--- src/rtl/nes_rom_loader.sv ---
// iNES ROM loader: parses the 16-byte header, skips an optional trainer and
// queues PRG/CHR bytes into a small write FIFO drained by a req/ack SDRAM port.
module nes_rom_loader #(
    parameter int          FIFO_DEPTH = 8,
    parameter logic [21:0] CHR_BASE   = 22'h200000
) (
    input  logic        clk,
    input  logic        reset,
    input  logic        rom_loading,
    input  logic [7:0]  rom_do,
    input  logic        rom_do_valid,
    output logic        mem_req,
    output logic [21:0] mem_addr,
    output logic [7:0]  mem_wdata,
    input  logic        mem_ack,
    output logic [7:0]  mapper,
    output logic        mirroring,
    output logic        battery,
    output logic [7:0]  prg_banks,
    output logic [7:0]  chr_banks,
    output logic        header_valid,
    output logic        done,
    output logic        error,
    output logic [1:0]  err_code
);

    localparam int AW = $clog2(FIFO_DEPTH);
    localparam logic [31:0] MAGIC = 32'h1A53454E;
    localparam logic [1:0] ERR_NONE  = 2'd0;
    localparam logic [1:0] ERR_HDR   = 2'd1;
    localparam logic [1:0] ERR_TRUNC = 2'd2;
    localparam logic [1:0] ERR_OVF   = 2'd3;

    typedef enum logic [2:0] {
        S_IDLE, S_HEADER, S_TRAINER, S_PRG, S_CHR, S_DONE, S_ERROR
    } state_t;

    state_t      state_reg, state_next;
    logic        loading_reg;
    logic [21:0] cnt_reg, cnt_next;
    logic [7:0]  prg_banks_reg, prg_banks_next;
    logic [7:0]  chr_banks_reg, chr_banks_next;
    logic [7:0]  mapper_reg, mapper_next;
    logic        mirroring_reg, mirroring_next;
    logic        battery_reg, battery_next;
    logic        trainer_reg, trainer_next;
    logic        hv_reg, hv_next;
    logic [1:0]  err_reg, err_next;

    logic [AW-1:0] wr_ptr_reg, rd_ptr_reg, rd_ptr_next;
    logic [AW:0]   count_reg, count_after_pop;
    logic [29:0]   head_reg;
    logic [29:0]   fifo_mem [FIFO_DEPTH];

    logic        rise, fall, consuming;
    logic        push, pop, fifo_full, overflow, do_write, fifo_clear;
    logic [21:0] push_addr;
    logic [21:0] prg_last, chr_last;

    assign rise      = rom_loading & ~loading_reg;
    assign fall      = ~rom_loading & loading_reg;
    assign consuming = (state_reg == S_HEADER) || (state_reg == S_TRAINER) ||
                       (state_reg == S_PRG)    || (state_reg == S_CHR);

    assign pop       = mem_ack && (count_reg != '0);
    assign fifo_full = (count_reg == (AW+1)'(FIFO_DEPTH));
    assign overflow  = fifo_full && !pop;
    assign do_write  = push && !overflow;

    assign prg_last = {prg_banks_reg, 14'd0} - 22'd1;
    assign chr_last = {1'b0, chr_banks_reg, 13'd0} - 22'd1;

    always_comb begin
        state_next     = state_reg;
        cnt_next       = cnt_reg;
        prg_banks_next = prg_banks_reg;
        chr_banks_next = chr_banks_reg;
        mapper_next    = mapper_reg;
        mirroring_next = mirroring_reg;
        battery_next   = battery_reg;
        trainer_next   = trainer_reg;
        hv_next        = hv_reg;
        err_next       = err_reg;
        push           = 1'b0;
        push_addr      = '0;
        fifo_clear     = 1'b0;

        if (rise) begin
            fifo_clear     = 1'b1;
            state_next     = S_HEADER;
            cnt_next       = '0;
            prg_banks_next = '0;
            chr_banks_next = '0;
            mapper_next    = '0;
            mirroring_next = 1'b0;
            battery_next   = 1'b0;
            trainer_next   = 1'b0;
            hv_next        = 1'b0;
            err_next       = ERR_NONE;
        end else if (fall && consuming) begin
            state_next = S_ERROR;
            err_next   = ERR_TRUNC;
        end else if (rom_do_valid) begin
            case (state_reg)
                S_HEADER: begin
                    cnt_next = cnt_reg + 22'd1;
                    case (cnt_reg[3:0])
                        4'd4: prg_banks_next = rom_do;
                        4'd5: chr_banks_next = rom_do;
                        4'd6: begin
                            mapper_next[3:0] = rom_do[7:4];
                            trainer_next     = rom_do[2];
                            battery_next     = rom_do[1];
                            mirroring_next   = rom_do[0];
                        end
                        4'd7: mapper_next[7:4] = rom_do[7:4];
                        default: ;
                    endcase
                    if (cnt_reg < 22'd4 && rom_do != MAGIC[8*cnt_reg[1:0] +: 8]) begin
                        state_next = S_ERROR;
                        err_next   = ERR_HDR;
                    end else if (cnt_reg == 22'd15) begin
                        if (prg_banks_reg == 8'd0 || prg_banks_reg > 8'd128) begin
                            state_next = S_ERROR;
                            err_next   = ERR_HDR;
                        end else begin
                            hv_next    = 1'b1;
                            cnt_next   = '0;
                            state_next = trainer_reg ? S_TRAINER : S_PRG;
                        end
                    end
                end
                S_TRAINER: begin
                    if (cnt_reg == 22'd511) begin
                        cnt_next   = '0;
                        state_next = S_PRG;
                    end else begin
                        cnt_next = cnt_reg + 22'd1;
                    end
                end
                S_PRG: begin
                    push      = 1'b1;
                    push_addr = cnt_reg;
                    if (overflow) begin
                        state_next = S_ERROR;
                        err_next   = ERR_OVF;
                    end else if (cnt_reg == prg_last) begin
                        cnt_next   = '0;
                        state_next = (chr_banks_reg != 8'd0) ? S_CHR : S_DONE;
                    end else begin
                        cnt_next = cnt_reg + 22'd1;
                    end
                end
                S_CHR: begin
                    push      = 1'b1;
                    push_addr = CHR_BASE + cnt_reg;
                    if (overflow) begin
                        state_next = S_ERROR;
                        err_next   = ERR_OVF;
                    end else if (cnt_reg == chr_last) begin
                        cnt_next   = '0;
                        state_next = S_DONE;
                    end else begin
                        cnt_next = cnt_reg + 22'd1;
                    end
                end
                default: ;
            endcase
        end
    end

    always_ff @(posedge clk) begin
        if (reset) begin
            state_reg     <= S_IDLE;
            loading_reg   <= 1'b0;
            cnt_reg       <= '0;
            prg_banks_reg <= '0;
            chr_banks_reg <= '0;
            mapper_reg    <= '0;
            mirroring_reg <= 1'b0;
            battery_reg   <= 1'b0;
            trainer_reg   <= 1'b0;
            hv_reg        <= 1'b0;
            err_reg       <= ERR_NONE;
        end else begin
            state_reg     <= state_next;
            loading_reg   <= rom_loading;
            cnt_reg       <= cnt_next;
            prg_banks_reg <= prg_banks_next;
            chr_banks_reg <= chr_banks_next;
            mapper_reg    <= mapper_next;
            mirroring_reg <= mirroring_next;
            battery_reg   <= battery_next;
            trainer_reg   <= trainer_next;
            hv_reg        <= hv_next;
            err_reg       <= err_next;
        end
    end

    // Storage array has no reset so it can map onto distributed/block RAM.
    always_ff @(posedge clk) begin
        if (do_write) begin
            fifo_mem[wr_ptr_reg] <= {push_addr, rom_do};
        end
    end

    assign rd_ptr_next     = rd_ptr_reg + (pop ? AW'(1) : AW'(0));
    assign count_after_pop = count_reg - (pop ? (AW+1)'(1) : (AW+1)'(0));

    // The head register is refilled from the array, or bypassed straight from
    // the write port when the pushed entry becomes the head this cycle.
    always_ff @(posedge clk) begin
        if (reset || fifo_clear) begin
            wr_ptr_reg <= '0;
            rd_ptr_reg <= '0;
            count_reg  <= '0;
            head_reg   <= '0;
        end else begin
            if (do_write) begin
                wr_ptr_reg <= wr_ptr_reg + AW'(1);
            end
            rd_ptr_reg <= rd_ptr_next;
            count_reg  <= count_after_pop + (do_write ? (AW+1)'(1) : (AW+1)'(0));
            if (do_write && count_after_pop == '0) begin
                head_reg <= {push_addr, rom_do};
            end else if (count_after_pop != '0) begin
                head_reg <= fifo_mem[rd_ptr_next];
            end
        end
    end

    assign mem_req      = (count_reg != '0);
    assign mem_addr     = head_reg[29:8];
    assign mem_wdata    = head_reg[7:0];
    assign mapper       = mapper_reg;
    assign mirroring    = mirroring_reg;
    assign battery      = battery_reg;
    assign prg_banks    = prg_banks_reg;
    assign chr_banks    = chr_banks_reg;
    assign header_valid = hv_reg;
    assign err_code     = err_reg;
    assign error        = (err_reg != ERR_NONE);
    assign done         = (state_reg == S_DONE) && (count_reg == '0);

endmodule

--- config.mk ---
export PLATFORM = sky130hd
export DESIGN_NAME = nes_rom_loader
export DESIGN_NICKNAME = d
export VERILOG_FILES = /design/src/rtl/nes_rom_loader.sv
export SDC_FILE = /design/constraint.sdc
export NUM_CORES = 1
export LEC_CHECK = 0
export ABC_AREA = 0
export CAP_MARGIN = 20
export CORE_ASPECT_RATIO = 0.9
export CORE_MARGIN = 2
export CORE_UTILIZATION = 55
export CTS_CLUSTER_DIAMETER = 150
export DETAILED_ROUTE_END_ITERATION = 6
export GPL_TIMING_DRIVEN = 1
export PLACE_DENSITY = 0.74
export SETUP_SLACK_MARGIN = 0.1
export SYNTH_ARGS = -nofsm -noshare
export SYNTH_HDL_FRONTEND = slang
export SYNTH_SLANG_ARGS = --single-unit
--- constraint.sdc ---
create_clock -name clk -period 9 [get_ports clk]
set_clock_uncertainty 0.15 [all_clocks]
set_input_delay 1.8 -clock clk [delete_from_list [all_inputs] [get_ports clk]]
set_output_delay 1.8 -clock clk [all_outputs]
set_load 0.005 [all_outputs]
==> summary.txt, run 1 <==
Type of origin of the critical path -> input pin
Max reg flops -> 240
Avg Cell Area, Syn -> 13.9 µm²
Cell taking the most area after synthesis -> edfxtp_1
Residual DRC -> 0
Overall power -> 3.63 mW
Clock sinks -> 336
CP cell instances -> clkdlybuf4s50_1 > nand2b_1 > nand3_1 > nor2_1 > nand2_1 > buf_4 > clkinv_1 > nand2_1 > nor2_4
Netlist cell types -> 74
Clk pwr share -> 40.6%
Largest net degree at the start of global routing -> 62
First-pass GRT wire length -> 52000 µm
Syn nets -> 1062
Leakage -> 5.21 nW
Post-synth EDFFs -> 240
Antenna Violating Nets Remaining -> 0
Horiz. Die Dim -> 175 µm
Top-area cell type share of the netlist area -> 50.0%
Drt pass-1 iters -> 7
Nets -> 1128
Gp weighted congestion -> 0.889
Final count of negative-setup-slack endpoints -> 0
Post-Route Setup TNS -> 0 ps
Slew headroom -> 27.4%
Post-CTS setup buffers -> 0
Worst min-delay path category -> reg2reg
# rows -> 56
Die area -> 0.0275 mm²
Total core area -> 0.0259 mm²
Power density over the cells -> 217 mW/mm²
Drt total wl -> 33800 µm
Gr usage total -> 25.0%
Layout cells sized above 1 -> 15.1%
Switching share of power -> 23.4%
Final hold violations -> 0
Fmax achieved -> 186 MHz
Mapped Cells -> 1034
Hold_ws -> 339 ps
Status -> complete, no violations
Final setup margin -> 3610 ps
Via density -> 6.16
Main synth FF type -> edfxtp_1
PostCTS Resize Cnt -> 0
Final Cycle Share -> 59.9%
Mapped cell area -> 0.0144 mm²
# port buffers -> 74
CTS Buf Count -> 35
Cell mode on critical path -> nand2_1
Utilization after layout -> 64.5%
Critical Setup Path Class -> in2reg
Initial DRC count -> 905
Most frequent cell after synthesis -> edfxtp_1
CP max stage delay -> 910 ps
Vias in the first global route -> 8782
Unrepaired setup endpoints after global routing -> no
Clk Latency, worst-skew pair -> 510 ps
Comb pwr share -> 11.7%
Sequential power share -> 47.7%
Internal power -> 2.78 mW
N_diodes -> 0
CP endpoint kind -> flop
R2r setup slk -> 4480 ps
CTS HTree Levels -> 2
Dpl hpwl -> 20500 µm
Max Cap Viol -> 0
Place WS -> 3030 ps
Hold_buf cts -> 0
Initial antenna violation count -> 0
Post-synth top cells -> 240 x edfxtp_1, 96 x dfxtp_1, 91 x nand2_1
Clock buffer depth -> 3
Slew @ Worst Pin -> 1090 ps
Sequential element share of the synthesized area -> 63.4%
Slew Limit Fails -> 0
Post-synthesis async set-or-reset flop share -> 0%
Crit-path max FO -> 36
WP data arrival -> 5360 ps
# IOs -> 75
Net Sw Power -> 0.848 mW
CTS root buf -> clkbuf_16
Req. time, crit path -> 8970 ps
Synth Warn # -> 0
Wire per inst -> 22.9 µm
Ranking of synthesized cells by area -> edfxtp_1 50%, dfxtp_1 13%, mux4_2 9.4%, nand2_1 2.4%, a311oi_1 2.1%
Vias -> 9067
Clk slew on worst S/H paths -> 50 ps
Worst vdd ir -> 0.181 mV
Min cycle time layout -> 5390 ps
Initial Util -> 55.6%
Die Ht -> 158 µm
Slowest CP cell -> nor2_4
CTS tree -> yes
Congestion Overflow GR -> 0
Fillcell total -> 1883
Syn-to-layout area delta -> 16.0%
Synth Register Bits -> 336
==> cells in the final DEF (no fill, tap or decap), drive strengths merged, types with 20 or more instances in the layout <==
cell,n
a211oi,30
a21oi,20
a311oi,35
and2,28
clkbuf,47
clkdlybuf4s50,74
dfxtp,96
edfxtp,240
mux2i,22
mux4,60
nand2,91
nor2,83
nor2b,35
nor3,33
xnor2,25
xor2,22
==> final cells by class <==
type / instances / area (µm²) / share of cell area, %
Multi-Input combinational cell: 615 / 5000 / 29.9
Timing Repair Buffer: 93 / 891 / 5.33
Inverter: 19 / 71.3 / 0.427
Clock inverter: 16 / 191 / 1.15
Clock buffer: 46 / 990 / 5.92
Tap cell: 348 / 435 / 2.61
Sequential cell: 336 / 9130 / 54.6
==> power groups by stage <==
stage / clock network [mW] / logic [mW] / registers [mW]
after floorplan: 0 / 0.253 / 1.75
after global placement: 0 / 0.407 / 1.76
after detailed placement: 0 / 0.417 / 1.76
after CTS: 1.49 / 0.424 / 1.73
after global routing: 1.55 / 0.459 / 1.73
final: 1.47 / 0.422 / 1.73
==> per-stage QoR <==
stage | cell area, µm² | instances
floorplan | 14400 | 1034
global placement | 15500 | 1408
detailed placement | 15500 | 1409
CTS | 16700 | 1471
global route | 16700 | 1473
finish | 16700 | 1473
==> kinds of logic (layout without fill, tap and decap cells) <==
family | after synthesis | after routing | share of synthesized area [%]
AOI/OAI and AO/OA | 132 | 132 | 7.07
and+or+nand+nor | 338 | 338 | 11.9
xor gates and xnor gates | 47 | 47 | 2.86
buffers and inverters | 83 | 174 | 2.53
adders and majority gates | 15 | 15 | 1.30
muxes | 83 | 83 | 11.0
DFF | 336 | 336 | 63.4
==> critical path: cells and delay by family <==
kind | cells | cell delay, ps
AND/OR/NAND/NOR | 6 | 2550
buffers and inverters | 3 | 970
==> per-layer routing <==
layer  wire (µm)  global-route usage (%)
met2       15800                    39.7
met1       14600                    35.9
met3        2710                    4.44
met5           0                       0
met4         668                    6.87
==> final timing paths <==
path | start | to | cells after the start
worst max-delay path | rom_loading | fifo_mem[7][2]$_DFFE_PP_ | 9
worst min-delay path | mapper[2]$_SDFFE_PP0P_ | mapper[2]$_SDFFE_PP0P_ | 2
worst max register to register | state_reg[2]$_SDFFE_PP0P_ | fifo_mem[7][2]$_DFFE_PP_ | 8
worst min register to register | mapper[2]$_SDFFE_PP0P_ | mapper[2]$_SDFFE_PP0P_ | 2
(Power assumes the default switching activity.)
==> run 2, diff against run 1 <==
clock period = 5.6 ns   (was 9 ns; I/O delays follow)
==> run 2 against run 1 <==
  * Final cell count grew 1.0%
  * First-iteration DRC count is 5.1% lower
  * Sequential share of layout area decreased by 0.19 points
  * Cell area rose by 0.35%
  * Register-to-register slack got worse by 2500 ps
  * Worst setup slack lost 1800 ps
==> summary.txt, run 2 (same netlist as run 1, synthesis figures left out) <==
Congestion Overflow GR -> 0 (unchanged)
Initial antenna violation count -> 0 (unchanged)
Overall power -> 5.76 mW (+59%)
Detail Route met2 WL -> 16800 µm (+6.3%)
R2r setup slk -> 2010 ps (-2470 ps)
Power density over the cells -> 343 mW/mm² (+58%)
Horiz. Die Dim -> 175 µm (unchanged)
Area of the multi-input gates -> 0.00501 mm² (+0.18%)
CTS root buf -> clkbuf_16
CTS tree -> yes
Initial Util -> 55.6% (unchanged)
Wire length on met1 -> 15100 µm (+3.4%)
CP endpoint kind -> flop
FF/Latch Area -> 0.00913 mm² (unchanged)
Syn-to-layout area delta -> 16.4%
CTS Buf Count -> 35 (unchanged)
# rows -> 56 (unchanged)
Clk slew on worst S/H paths -> 60 ps (about the same)
Clk Latency, worst-skew pair -> 500 ps (about the same)
Nets -> 1142 (+1.2%)
Residual DRC -> 0 (unchanged)
Type of origin of the critical path -> input pin
WP data arrival -> 4010 ps (-1350 ps)
Vias -> 9232 (+1.8%)
Initial DRC count -> 859 (-5.1%)
Post-Route Setup TNS -> 0 ps (unchanged)
PostCTS Resize Cnt -> 0 (unchanged)
Gr usage total -> 25.9% (+0.94 points)
Dpl hpwl -> 21400 µm (+4.7%)
Post-CTS setup buffers -> 0 (unchanged)
Min cycle time layout -> 3830 ps
Worst vdd ir -> 0.243 mV (+34%)
Largest net degree at the start of global routing -> 61 (-1.6%)
Final Cycle Share -> 68.3%
Drt total wl -> 35200 µm (+4.1%)
Fmax achieved -> 261 MHz
Hold_buf cts -> 0 (unchanged)
Slew Limit Fails -> 0 (unchanged)
Met3 routed wirelength -> 2740 µm (+1.2%)
Post-DP Area -> 0.0156 mm² (+0.71%)
Uppermost layer routed -> met4
Worst min-delay path category -> reg2reg
# port buffers -> 74 (unchanged)
Antenna Violating Nets Remaining -> 0 (unchanged)
Max Cap Viol -> 0 (unchanged)
Post-route cell area -> 0.0168 mm² (+0.35%)
Slew headroom -> 35.3% (+7.9 points)
Final count of negative-setup-slack endpoints -> 0 (unchanged)
Clock sinks -> 336 (unchanged)
Most common cell after layout, fill and taps aside -> edfxtp_1
Leakage -> 5.29 nW (+1.5%)
# IOs -> 75 (unchanged)
Status -> complete, no violations
Clock buffer depth -> 3 (unchanged)
Final std cells w/o fill -> 1488 (+1.0%)
Max reg flops -> 240 (unchanged)
Req. time, crit path -> 5790 ps (-3180 ps)
Die area -> 0.0275 mm² (unchanged)
Gp weighted congestion -> 0.883 (-0.69%)
Slew @ Worst Pin -> 961 ps (-125 ps)
First-pass GRT wire length -> 53700 µm (+3.3%)
Post-Place Cells -> 1423 (+0.99%)
N_diodes -> 0 (unchanged)
CTS HTree Levels -> 2 (unchanged)
Total core area -> 0.0259 mm² (unchanged)
Crit-path max FO -> 29 (-19%)
Vias in the first global route -> 8959 (+2.0%)
Die Ht -> 158 µm (unchanged)
Critical Setup Path Class -> in2reg
Drt pass-1 iters -> 5 (-2)
Fillcell total -> 1892 (+0.48%)
Most frequent cells in the layout -> 240 x edfxtp_1, 96 x dfxtp_1, 91 x nand2_1
Unrepaired setup endpoints after global routing -> no
Final hold violations -> 0 (unchanged)
Via density -> 6.20 (+0.79%)
Wire per inst -> 23.6 µm (+3.1%)
Layout cells sized above 1 -> 16.1% (+1.0 points)
run 2: worst paths after layout:
kind,end,from,depth (start not counted)
max,head_reg[11]$_SDFFE_PP0P_,mem_ack,9
min,header_valid$_SDFFE_PP0P_,header_valid$_SDFFE_PP0P_,2
max reg2reg,fifo_mem[7][7]$_DFFE_PP_,state_reg[2]$_SDFFE_PP0P_,9
min reg2reg,header_valid$_SDFFE_PP0P_,header_valid$_SDFFE_PP0P_,2
run 2: area by class of cell:
type,count,share of cell area [%]
clock inverters,20,0.985
inverters,19,0.425
multi-input cells,615,29.9
repair buffers,107,5.89
clock buffers,43,5.77
well taps,348,2.60
flip-flops and latches,336,54.4
run 2: report_power, final:
part	internal (mW)	leakage, nW	switching (mW)
combinational	0.324	1.80	0.372
clock	1.36	0.565	0.922
sequential	2.71	2.93	0.0612
run 2: worst max-delay path, cell delays in order:
cell and delay [ps]:
clkdlybuf4s50_1 410, nor2b_1 190, ha_4 190, ha_2 890, buf_4 360, mux4_2 340, nor2b_1 160, a211oi_1 250
a311oi_1 90
run 2: metrics by stage:
step	setup slack (ps)	utilization [%]	hold slack (ps)
3_3_place_gp	1380	60.3	309
2_1_floorplan	607	-	315
3_5_place_dp	1290	60.3	316
4_1_cts	1770	64.6	330
5_1_grt	1620	64.7	356
6_report	1770	64.7	329
run 2: routing by layer:
layer,track usage (%),vias up
li1,-,4101
met1,36.8,4705
met5,0,-
met3,4.06,44
met2,42.4,382
met4,6.51,0
